--- src/rtl/led_pwm_dimmer_pkg.sv ---
// Package led_pkg: CSR addresses, default widths and reset values shared by
// the LED PWM dimmer and its timebase.
package led_pkg;

  localparam int unsigned LED_NUM_LEDS  = 10;
  localparam int unsigned LED_PWM_BITS  = 8;
  localparam int unsigned LED_CSR_AW    = 2;
  localparam int unsigned LED_CSR_DW    = 32;
  localparam int unsigned LED_PRESC_W   = 16;
  localparam int unsigned LED_BLINK_W   = 8;

  typedef logic [LED_CSR_AW-1:0] led_csr_addr_t;

  localparam led_csr_addr_t LED_ADDR_DUTY       = 2'd0;
  localparam led_csr_addr_t LED_ADDR_PRESCALE   = 2'd1;
  localparam led_csr_addr_t LED_ADDR_BLINK_MASK = 2'd2;
  localparam led_csr_addr_t LED_ADDR_BLINK_HALF = 2'd3;

  localparam logic [LED_PRESC_W-1:0] LED_PRESCALE_RST   = 16'd195;
  localparam logic [LED_BLINK_W-1:0] LED_BLINK_HALF_RST = 8'd0;

endpackage : led_pkg

--- src/rtl/led_pwm_dimmer_if.sv ---
// Avalon-MM CSR bus for the LED PWM dimmer.
//   address/chipselect/read/write/writedata : master -> slave
//   readdata                                : slave -> master (registered in slave)
interface led_pwm_dimmer_if;
  import led_pkg::*;

  led_csr_addr_t           address;
  logic                    chipselect;
  logic                    read;
  logic                    write;
  logic [LED_CSR_DW-1:0]   writedata;
  logic [LED_CSR_DW-1:0]   readdata;

  modport master (
    output address, chipselect, read, write, writedata,
    input  readdata
  );

  modport slave (
    input  address, chipselect, read, write, writedata,
    output readdata
  );

endinterface : led_pwm_dimmer_if

--- src/rtl/led_pwm_dimmer_timebase.sv ---
// led_pwm_timebase: prescaler plus PWM frame counter.
//   clk, reset_n    : clock, async active-low reset
//   prescale        : wrap value of the prescaler (counts 0..prescale)
//   prescale_clr    : clears the prescaler on the next edge
//   tick_c          : combinational, high in the cycle the prescaler wraps
//   frame_start_c   : combinational, tick_c while pwm_cnt is all-ones
//   pwm_cnt         : registered PWM position within the frame
module led_pwm_timebase
  import led_pkg::*;
#(
  parameter int unsigned PWM_BITS = LED_PWM_BITS
) (
  input  logic                   clk,
  input  logic                   reset_n,
  input  logic [LED_PRESC_W-1:0] prescale,
  input  logic                   prescale_clr,
  output logic                   tick_c,
  output logic                   frame_start_c,
  output logic [PWM_BITS-1:0]    pwm_cnt
);

  logic [LED_PRESC_W-1:0] presc_cnt_q, presc_cnt_d;
  logic [PWM_BITS-1:0]    pwm_cnt_q,   pwm_cnt_d;

  assign tick_c        = (presc_cnt_q == prescale);
  assign frame_start_c = tick_c & (pwm_cnt_q == '1);
  assign pwm_cnt       = pwm_cnt_q;

  // Prescaler wraps at prescale; a PRESCALE write restarts it from zero.
  always_comb begin
    presc_cnt_d = presc_cnt_q + LED_PRESC_W'(1);
    pwm_cnt_d   = pwm_cnt_q;
    if (tick_c) begin
      presc_cnt_d = '0;
      pwm_cnt_d   = pwm_cnt_q + PWM_BITS'(1);
    end
    if (prescale_clr) begin
      presc_cnt_d = '0;
    end
  end

  always_ff @(posedge clk or negedge reset_n) begin
    if (!reset_n) begin
      presc_cnt_q <= '0;
      pwm_cnt_q   <= '0;
    end else begin
      presc_cnt_q <= presc_cnt_d;
      pwm_cnt_q   <= pwm_cnt_d;
    end
  end

endmodule : led_pwm_timebase

--- src/rtl/led_pwm_dimmer.sv ---
// led_pwm_dimmer: global PWM brightness (and optional per-LED blink) applied
// to the LED register block's led_out word before it reaches the pins.
//   clk, reset_n : clock, async active-low reset
//   csr          : Avalon-MM CSR slave (DUTY, PRESCALE, BLINK_MASK, BLINK_HALF)
//   led_in       : LED on/off pattern
//   led_pwm      : registered LED pin drive, 2 clk after led_in
// Optional feature macro: LED_PWM_BLINK_EN (per-LED blink). Without it the
// blink registers read 0, ignore writes and no blink logic exists.
module led_pwm_dimmer
  import led_pkg::*;
#(
  parameter int unsigned            NUM_LEDS     = LED_NUM_LEDS,
  parameter int unsigned            PWM_BITS     = LED_PWM_BITS,
  parameter logic [LED_PRESC_W-1:0] PRESCALE_RST = LED_PRESCALE_RST
) (
  input  logic                clk,
  input  logic                reset_n,
  led_pwm_dimmer_if.slave     csr,
  input  logic [NUM_LEDS-1:0] led_in,
  output logic [NUM_LEDS-1:0] led_pwm
);

  logic                   wr_en_c;
  logic                   rd_en_c;
  logic                   prescale_clr_c;
  logic                   tick_c;
  logic                   frame_start_c;
  logic                   on_c;
  logic [PWM_BITS-1:0]    pwm_cnt;

  logic [PWM_BITS-1:0]    duty_q,       duty_d;
  logic [LED_PRESC_W-1:0] prescale_q,   prescale_d;
  logic [LED_CSR_DW-1:0]  readdata_q,   readdata_d;
  logic [PWM_BITS-1:0]    duty_act_q,   duty_act_d;
  logic                   first_tick_q, first_tick_d;
  logic [NUM_LEDS-1:0]    led_in_q,     led_in_d;
  logic [NUM_LEDS-1:0]    led_pwm_q,    led_pwm_d;

  logic                   blink_phase_c;
  logic [NUM_LEDS-1:0]    blink_mask_c;
  logic [LED_BLINK_W-1:0] blink_half_c;

  logic                   unused_wdata_c;

  assign unused_wdata_c = ^csr.writedata[LED_CSR_DW-1:LED_PRESC_W];

  // A same-cycle write takes precedence over a read.
  assign wr_en_c        = csr.chipselect & csr.write;
  assign rd_en_c        = csr.chipselect & csr.read & ~csr.write;
  assign prescale_clr_c = wr_en_c & (csr.address == LED_ADDR_PRESCALE);

  led_pwm_timebase #(
    .PWM_BITS (PWM_BITS)
  ) u_timebase (
    .clk           (clk),
    .reset_n       (reset_n),
    .prescale      (prescale_q),
    .prescale_clr  (prescale_clr_c),
    .tick_c        (tick_c),
    .frame_start_c (frame_start_c),
    .pwm_cnt       (pwm_cnt)
  );

  // CSR write decode and registered read mux.
  always_comb begin
    duty_d     = duty_q;
    prescale_d = prescale_q;
    readdata_d = '0;
    if (wr_en_c && (csr.address == LED_ADDR_DUTY)) begin
      duty_d = csr.writedata[PWM_BITS-1:0];
    end
    if (wr_en_c && (csr.address == LED_ADDR_PRESCALE)) begin
      prescale_d = csr.writedata[LED_PRESC_W-1:0];
    end
    if (rd_en_c) begin
      case (csr.address)
        LED_ADDR_DUTY:       readdata_d = LED_CSR_DW'(duty_q);
        LED_ADDR_PRESCALE:   readdata_d = LED_CSR_DW'(prescale_q);
        LED_ADDR_BLINK_MASK: readdata_d = LED_CSR_DW'(blink_mask_c);
        LED_ADDR_BLINK_HALF: readdata_d = LED_CSR_DW'(blink_half_c);
        default:             readdata_d = '0;
      endcase
    end
  end

  // Active duty only changes at a frame boundary so the pulse never glitches.
  assign on_c = (duty_act_q == '1) | (pwm_cnt < duty_act_q);

  always_comb begin
    duty_act_d   = duty_act_q;
    first_tick_d = first_tick_q;
    if (tick_c) begin
      first_tick_d = 1'b0;
      if (frame_start_c || first_tick_q) begin
        duty_act_d = duty_q;
      end
    end
    led_in_d  = led_in;
    led_pwm_d = led_in_q & {NUM_LEDS{on_c}} & ~(blink_mask_c & {NUM_LEDS{blink_phase_c}});
  end

  always_ff @(posedge clk or negedge reset_n) begin
    if (!reset_n) begin
      duty_q       <= '1;
      prescale_q   <= PRESCALE_RST;
      readdata_q   <= '0;
      duty_act_q   <= '1;
      first_tick_q <= 1'b1;
      led_in_q     <= '0;
      led_pwm_q    <= '0;
    end else begin
      duty_q       <= duty_d;
      prescale_q   <= prescale_d;
      readdata_q   <= readdata_d;
      duty_act_q   <= duty_act_d;
      first_tick_q <= first_tick_d;
      led_in_q     <= led_in_d;
      led_pwm_q    <= led_pwm_d;
    end
  end

`ifdef LED_PWM_BLINK_EN
  logic [NUM_LEDS-1:0]    blink_mask_q,  blink_mask_d;
  logic [LED_BLINK_W-1:0] blink_half_q,  blink_half_d;
  logic [LED_BLINK_W-1:0] blink_cnt_q,   blink_cnt_d;
  logic                   blink_phase_q, blink_phase_d;

  // Blink phase toggles every BLINK_HALF frames; BLINK_HALF=0 parks it off.
  always_comb begin
    blink_mask_d  = blink_mask_q;
    blink_half_d  = blink_half_q;
    blink_cnt_d   = blink_cnt_q;
    blink_phase_d = blink_phase_q;
    if (blink_half_q == '0) begin
      blink_cnt_d   = '0;
      blink_phase_d = 1'b0;
    end else if (frame_start_c) begin
      if (blink_cnt_q == (blink_half_q - LED_BLINK_W'(1))) begin
        blink_cnt_d   = '0;
        blink_phase_d = ~blink_phase_q;
      end else begin
        blink_cnt_d = blink_cnt_q + LED_BLINK_W'(1);
      end
    end
    if (wr_en_c && (csr.address == LED_ADDR_BLINK_MASK)) begin
      blink_mask_d = csr.writedata[NUM_LEDS-1:0];
    end
    if (wr_en_c && (csr.address == LED_ADDR_BLINK_HALF)) begin
      blink_half_d = csr.writedata[LED_BLINK_W-1:0];
      blink_cnt_d  = '0;
    end
  end

  always_ff @(posedge clk or negedge reset_n) begin
    if (!reset_n) begin
      blink_mask_q  <= '0;
      blink_half_q  <= LED_BLINK_HALF_RST;
      blink_cnt_q   <= '0;
      blink_phase_q <= 1'b0;
    end else begin
      blink_mask_q  <= blink_mask_d;
      blink_half_q  <= blink_half_d;
      blink_cnt_q   <= blink_cnt_d;
      blink_phase_q <= blink_phase_d;
    end
  end

  assign blink_phase_c = blink_phase_q;
  assign blink_mask_c  = blink_mask_q;
  assign blink_half_c  = blink_half_q;
`else
  assign blink_phase_c = 1'b0;
  assign blink_mask_c  = '0;
  assign blink_half_c  = '0;
`endif

  assign csr.readdata = readdata_q;
  assign led_pwm      = led_pwm_q;

endmodule : led_pwm_dimmer

--- src/flat_wrapper.sv ---
// flat-port wrapper written by rule: the top's interface ports become plain ports
module led_pwm_dimmer_flat import led_pkg::*;
#(
  parameter int unsigned            NUM_LEDS     = LED_NUM_LEDS,
  parameter int unsigned            PWM_BITS     = LED_PWM_BITS,
  parameter logic [LED_PRESC_W-1:0] PRESCALE_RST = LED_PRESCALE_RST
)
  (clk, reset_n, led_in, led_pwm, csr_address, csr_chipselect, csr_read, csr_write, csr_writedata, csr_readdata);
  led_pwm_dimmer_if csr_i ();
  input  logic clk;
  input  logic reset_n;
  input  logic [NUM_LEDS-1:0] led_in;
  output logic [NUM_LEDS-1:0] led_pwm;
  input wire logic [$bits(csr_i.address)-1:0] csr_address;
  input wire logic [$bits(csr_i.chipselect)-1:0] csr_chipselect;
  input wire logic [$bits(csr_i.read)-1:0] csr_read;
  input wire logic [$bits(csr_i.write)-1:0] csr_write;
  input wire logic [$bits(csr_i.writedata)-1:0] csr_writedata;
  output wire logic [$bits(csr_i.readdata)-1:0] csr_readdata;
  assign csr_i.address = csr_address;
  assign csr_i.chipselect = csr_chipselect;
  assign csr_i.read = csr_read;
  assign csr_i.write = csr_write;
  assign csr_i.writedata = csr_writedata;
  assign csr_readdata = csr_i.readdata;
  led_pwm_dimmer #(.NUM_LEDS(NUM_LEDS), .PWM_BITS(PWM_BITS), .PRESCALE_RST(PRESCALE_RST)) u_core (.clk(clk), .reset_n(reset_n), .csr(csr_i), .led_in(led_in), .led_pwm(led_pwm));
endmodule
--- config.mk ---
export PLATFORM = sky130hd
export DESIGN_NAME = led_pwm_dimmer_flat
export DESIGN_NICKNAME = d
export VERILOG_FILES = /design/src/rtl/led_pwm_dimmer_pkg.sv /design/src/rtl/led_pwm_dimmer_if.sv /design/src/rtl/led_pwm_dimmer_timebase.sv /design/src/rtl/led_pwm_dimmer.sv /design/src/flat_wrapper.sv
export SDC_FILE = /design/constraint.sdc
export NUM_CORES = 1
export LEC_CHECK = 0
export ABC_AREA = 1
export BUFFER_PORTS_ARGS = -buffer_cell sky130_fd_sc_hd__buf_2
export CAP_MARGIN = 20
export CORE_AREA = 3 3 95 97
export CTS_BUF_LIST = sky130_fd_sc_hd__clkbuf_8
export CTS_CLUSTER_DIAMETER = 150
export CTS_CLUSTER_SIZE = 24
export DETAILED_ROUTE_END_ITERATION = 8
export DIE_AREA = 0 0 98 100
export GPL_ROUTABILITY_DRIVEN = 0
export PLACE_DENSITY = 0.82
export RECOVER_POWER = 25
export SLEW_MARGIN = 20
export SYNTH_ARGS = -nofsm -noshare
export SYNTH_HDL_FRONTEND = slang
export SYNTH_SLANG_ARGS = --single-unit
--- constraint.sdc ---
create_clock -name clk -period 2.69 [get_ports clk]
set_input_delay 0.4035 -clock clk [delete_from_list [all_inputs] [get_ports clk]]
set_output_delay 0.4035 -clock clk [all_outputs]
set_load 0.02 [all_outputs]
# Word level (Yosys, flattened, before mapping)
# Index checks and enable logic that the tools add are counted.
[op_classes] n_addsub=2 n_lt_le_gt_ge=1 eq_ne=6 muxes=4 bitwise=8 reduce_logical=6
[op_table] op="32-bit one-hot mux with 3 select lines" n=1
[op_table] op="16-bit 2-to-1 mux" n=2
[op_table] op="32-bit 2-to-1 mux" n=1
[op_table] op="16-bit by 1-bit adder with 16-bit output, second input constant" n=1
[op_table] op="16-bit equality test" n=1
[op_table] op="8-bit equality test, second input constant" n=2
[op_table] op="10-bit AND" n=1
[op_table] op="8-bit by 1-bit adder with 8-bit output, second input constant" n=1
[op_table] op="8-bit < comparator" n=1
[op_table] op="1-bit AND" n=5
[op_table] op="2-bit equality test, second input constant" n=2
[op_table] op="2-bit by 1-bit equality test with 1-bit output, second input constant" n=1
[op_table] op="1-bit logical AND" n=2
[op_table] op="2-bit zero test" n=1
[op_table] op="2-bit AND reduction" n=1
[op_table] op="2-bit OR reduction" n=1
[op_table] op="1-bit logical OR" n=1
[op_table] op="1-bit inverter" n=1
[op_table] op="1-bit bitwise OR" n=1
[word_totals] register_bits=109 in_bits=49 out_inout_bits=42 elab_cells=36

# Depth between registers and ports, before layout
[logic_depth] ltp_word=4 mapped_depth=10 depth_no_buf=9

# Hierarchy
# Synthesis repeated with hierarchy kept, for this count alone.
[hier_totals] hier_cells=518 area_unflattened_um2=4453.0
[modules_own_cells] mod="led_pwm_dimmer" instances=1 cells_per_inst=279 area_per_inst_um2=2831.5 seq_area_each_um2=1752.9
[modules_own_cells] mod="led_pwm_timebase" instances=1 cells_per_inst=239 area_per_inst_um2=1621.6 seq_area_each_um2=600.6

# Worst setup path after synthesis
# No wires, ideal clock.
[synth_timing] path_type="register to register" from="register u_core.prescale_q[0]" to="register u_core.u_timebase.pwm_cnt_q[5] (netlist: u_core.u_timebase.pwm_cnt[5])" setup_ps=122 arrival_ps=1358 required_time_ps=2568 setup_slack_ps=1210 path_stages_with_launch=11 path_buffers=1 synth_period_minus_slack_ps=1480 cell_sequence="dfstp_2 inv_1 nand2_1 nand2_1 nor2_1 nand2_1 nor2_4 nand2_2 buf_6 nand2_1 o21ai_2"
[synth_via] elab_chain_cells=1
[synth_rtl] element="from (decl)" line_no="led_pwm_dimmer.sv:32" text="logic [LED_PRESC_W-1:0] prescale_q, prescale_d;"
[synth_rtl] element="from (signal assigned)" line_no="led_pwm_dimmer.sv:113" text="prescale_q <= prescale_d;"
[synth_rtl] element="16-bit equality test" line_no="led_pwm_dimmer_timebase.sv:25" text="assign tick_c = (presc_cnt_q == prescale);"
[synth_rtl] element="to (signal assigned)" line_no="led_pwm_dimmer_timebase.sv:48" text="pwm_cnt_q <= pwm_cnt_d;"
[synth_rtl] element="to (decl)" line_no="led_pwm_dimmer_timebase.sv:23" text="logic [PWM_BITS-1:0] pwm_cnt_q, pwm_cnt_d;"
# No other way between the ends.
# A chain may end at the register's enable or synchronous reset.

# Worst setup path after layout
[layout_timing] from="register u_core.u_timebase.presc_cnt_q[8]" to="register u_core.u_timebase.presc_cnt_q[10]"
[layout_via] elab_chain_cells=3 word_cells_on_any_way=4 classes_between="add/sub: 1; eq/ne: 1; mux: 2"
[layout_rtl] element="from (decl)" line_no="led_pwm_dimmer_timebase.sv:22" text="logic [LED_PRESC_W-1:0] presc_cnt_q, presc_cnt_d;"
[layout_rtl] element="from (signal assigned)" line_no="led_pwm_dimmer_timebase.sv:47" text="presc_cnt_q <= presc_cnt_d;"
[layout_rtl] element="16-bit by 1-bit adder with 16-bit output or 16-bit equality test (tied branches)" line_no="led_pwm_dimmer_timebase.sv:31, led_pwm_dimmer_timebase.sv:25"
[layout_rtl] element="16-bit 2-to-1 mux *" line_no="led_pwm_dimmer_timebase.sv:33" text="if (tick_c) begin"
[layout_rtl] element="16-bit 2-to-1 mux *" line_no="led_pwm_dimmer_timebase.sv:37" text="if (prescale_clr) begin"
[layout_rtl] element="net u_core.u_timebase.presc_cnt_d[10]" line_no="led_pwm_dimmer_timebase.sv:22"
# The timed path passes the listed nets; every way through them passes the cells marked *.

==> out/results.tsv <==
metric	value	unit
Final min period	1.91	ns
Starting Density	52.1	%
die area	0.00980	mm^2
DRT iter0 DRCs	210	
cts bufs inserted	9	
commonest cells in the netlist	nand2_1 (140), dfrtp_1 (72), inv_1 (45), nor2_1 (39)	
Pwr Total	3.08	mW
WHS Path Cells	1	
violated checks	max-capacitance violations, max-slew violations	
DR WL met3	381	um
H-tree Lvls	3	
RSZ-0062 raised after global routing	false	
worst hold start	led_in[8]	
Crit Path Category	register to register	
share of layout cells above drive strength 1	21.3	%
# setup viols final	0	
CTS Root Cell	clkbuf_8	
Clk pwr share	31.1	%
GRT Util Overall	18.3	%
Area contributors post-synth	dfrtp_1 (42%), dfstp_2 (13%), nand2_1 (12%), inv_1 (3.9%), nor2_1 (3.4%)	
gr ovfl total	0	
total wire length	8640	um
maximum fanout along the worst path	17	
Synth top area share	42.1	%
vias per cell	5.13	
Distinct cells, synth	30	
max layer used	met4	
fmax	0.522	GHz
fin crit share	71.2	%
worst path arrival time	2.16	ns
post-DP HPWL	6290	um
power share of the sequential group	54.3	%
clock buffer depth	2	
met1 wire length	3640	um
Setup TNS	0	ns
P&R area growth vs syn	12.7	%
Int Power	2.17	mW
Die Width	98	um
synthesized flop and latch total	93	
WL per Instance	13.4	um
Fin. Hold Viols	0	
reg-to-reg endpoint	u_core.u_timebase.presc_cnt_q[10]$_DFF_PN0_	
outcome	finished with violations	
Avg Inst Size Synth	9.09	um^2
power per cell area	638	mW/mm^2
Top FF cell, synth	dfrtp_1	
Ys Warns	0	
hold buffer count at cts	0	
post-CTS resize count	0	
first-pass GRT wire length	14400	um
Peak VDD IR	0.462	mV
count leader, synth	nand2_1	
fin worst setup slack	0.775	ns
Seq/Total Area, Yosys	55.0	%
ANT cells	0	
Leak Pwr	2.38	nW
drt first pass iters	5	
switching part of the total power	29.6	%
DIE HEIGHT	100	um
R2R Path Start	u_core.u_timebase.presc_cnt_q[8]$_DFF_PN0_	
Hold Crit Class	input pin to register	
Std-Cell Rows	33	
R2R Setup Slk	0.78	ns
fin util	58.7	%
CTS tree	built	
WP data required	2.94	ns
Top Ports	91	
Max Cap Viol	1	
Vias	3306	
Worst Skew	0.0127	ns
Post-Syn Instances	471	
net switching power	0.912	mW
Worst Hold Path EP	u_core.led_in_q[8]$_DFF_PN0_	
CP startpoint kind	register	
Reg area	0.00235	mm^2
CTS sink count	93	
DR WL met2	4380	um
Core Area	0.00822	mm^2
vias in the first global route	3261	
DRC Markers	0	
Multi-input gate area	0.00163	mm^2
Yosys top cell by area	dfrtp_1	
EDFF count, synth	0	
combinational fraction of design power	14.6	%
largest net degree at the start of global routing	55	
Setup crit end kind	register	
worst-margin pin slew	2.15	ns
Hold Slack	0.139	ns
R2R depth	9	
pre-CTS WS	0.826	ns
Worst slew margin	-43.6	%
Final nets	592	
IO buf count	58	
Post-DRT Antenna Nets	0	
clock latency on the worst-skew pair	0.36	ns
fillers	677	
final slew viol count	40	
clock-pin slew on the worst setup and hold paths	0.10	ns
synthesized area	0.00428	mm^2
Post-synth ARST share	100	%
setup repair bufs after CTS	0	
initial antenna violation count	0	
-- cells by family (layout without fill, tap and decap cells) --
group | after synthesis | in the layout | share of synthesized area [%]
multiplexers | 5 | 5 | 1.32
adder cells (fa/ha/maj) | 9 | 9 | 2.63
AO/OA/AOI/OAI | 46 | 46 | 6.20
flip-flops | 93 | 93 | 55.0
XOR/XNOR | 20 | 20 | 4.09
other | 1 | 16 | 0.0876
buffers and inverters | 71 | 124 | 8.16
AND/OR/NAND/NOR | 226 | 226 | 22.5
-- cells in the final DEF, fill, tap and decap left out, types with 4 or more instances in the layout --
cell type    n
mux2_2       5
nand2_1    140
xor2_1      13
a21boi_0    10
a21oi_1     12
dfstp_2     21
ha_1         9
nand4_1      8
inv_1       45
conb_1      16
nor3_1      12
xnor2_1      7
clkbuf_8     9
nor2_1      39
o21ai_0     21
dfrtp_1     72
nor2_4       4
buf_2       57
nand3_1     14
-- how the worst max path moves through the flow --
stage                                           startpoint                                          end  slack, ns  cells past startpoint
6_report        u_core.u_timebase.presc_cnt_q[8]$_DFF_PN0_  u_core.u_timebase.presc_cnt_q[10]$_DFF_PN0_       0.78                      9
5_1_grt                                            reset_n  u_core.u_timebase.presc_cnt_q[12]$_DFF_PN0_       0.38                      1
4_1_cts        u_core.u_timebase.presc_cnt_q[11]$_DFF_PN0_  u_core.u_timebase.presc_cnt_q[10]$_DFF_PN0_       0.77                      9
3_5_place_dp   u_core.u_timebase.presc_cnt_q[11]$_DFF_PN0_   u_core.u_timebase.presc_cnt_q[0]$_DFF_PN0_       0.83                      9
3_3_place_gp    u_core.u_timebase.presc_cnt_q[9]$_DFF_PN0_   u_core.u_timebase.presc_cnt_q[0]$_DFF_PN0_       0.89                      9
2_1_floorplan             u_core.prescale_q[0]$_DFFE_PN1P_     u_core.u_timebase.pwm_cnt[5]$_DFFE_PN0P_       1.21                     10
-- routing by layer --
| layer | up-vias | GRT usage, % |
|---|---|---|
| met2 | 82 | 31.5 |
| met1 | 1622 | 22.0 |
| met3 | 22 | 3.75 |
| li1 | 1580 | - |
| met5 | - | 0 |
| met4 | 0 | 9.16 |
-- final cells by class --
class | count | area share (%)
Clock inverter | 7 | 1.66
Clock buffer | 9 | 2.57
Timing Repair Buffer | 61 | 6.72
Sequential cell | 93 | 48.8
Inverter | 47 | 3.66
Tap cell | 105 | 2.72
Multi-Input combinational cell | 322 | 33.9
-- flip-flops by register name, indices dropped and copies added, names as in the netlist --
signal / count
u_core.csr.readdata: 16
u_core.prescale_q: 16
u_core.u_timebase.presc_cnt_q: 16
u_core.led_in_q: 10
u_core.led_pwm: 10
u_core.duty_act_q: 8
u_core.duty_q: 8
u_core.u_timebase.pwm_cnt: 8
u_core.first_tick_q: 1
-- power groups by stage --
stage               clock [mW]  sequential [mW]  combinational [mW]
floorplan                    0             1.66               0.344
global placement             0             1.69               0.431
detailed placement           0             1.69               0.448
CTS                      0.975             1.67               0.453
global route              1.03             1.69               0.524
finish                   0.959             1.67               0.450
-- stage by stage --
step                instances  instance area [um^2]
global route              644                  4820
detailed placement        628                  4620
CTS                       644                  4830
global placement          628                  4620
floorplan                 486                  4340
finish                    644                  4820
-- critical path, cell delays in order (launching register included) --
cell and delay (ns):
dfrtp_1 0.48, inv_1 0.07, nand2_1 0.06, nand2_1 0.04, nor2_1 0.09, nand2_1 0.09, nor2_4 0.36, nand2_2 0.29
nand2_4 0.25, nor2_1 0.07
Note: power is estimated with default switching activity, not from simulation.
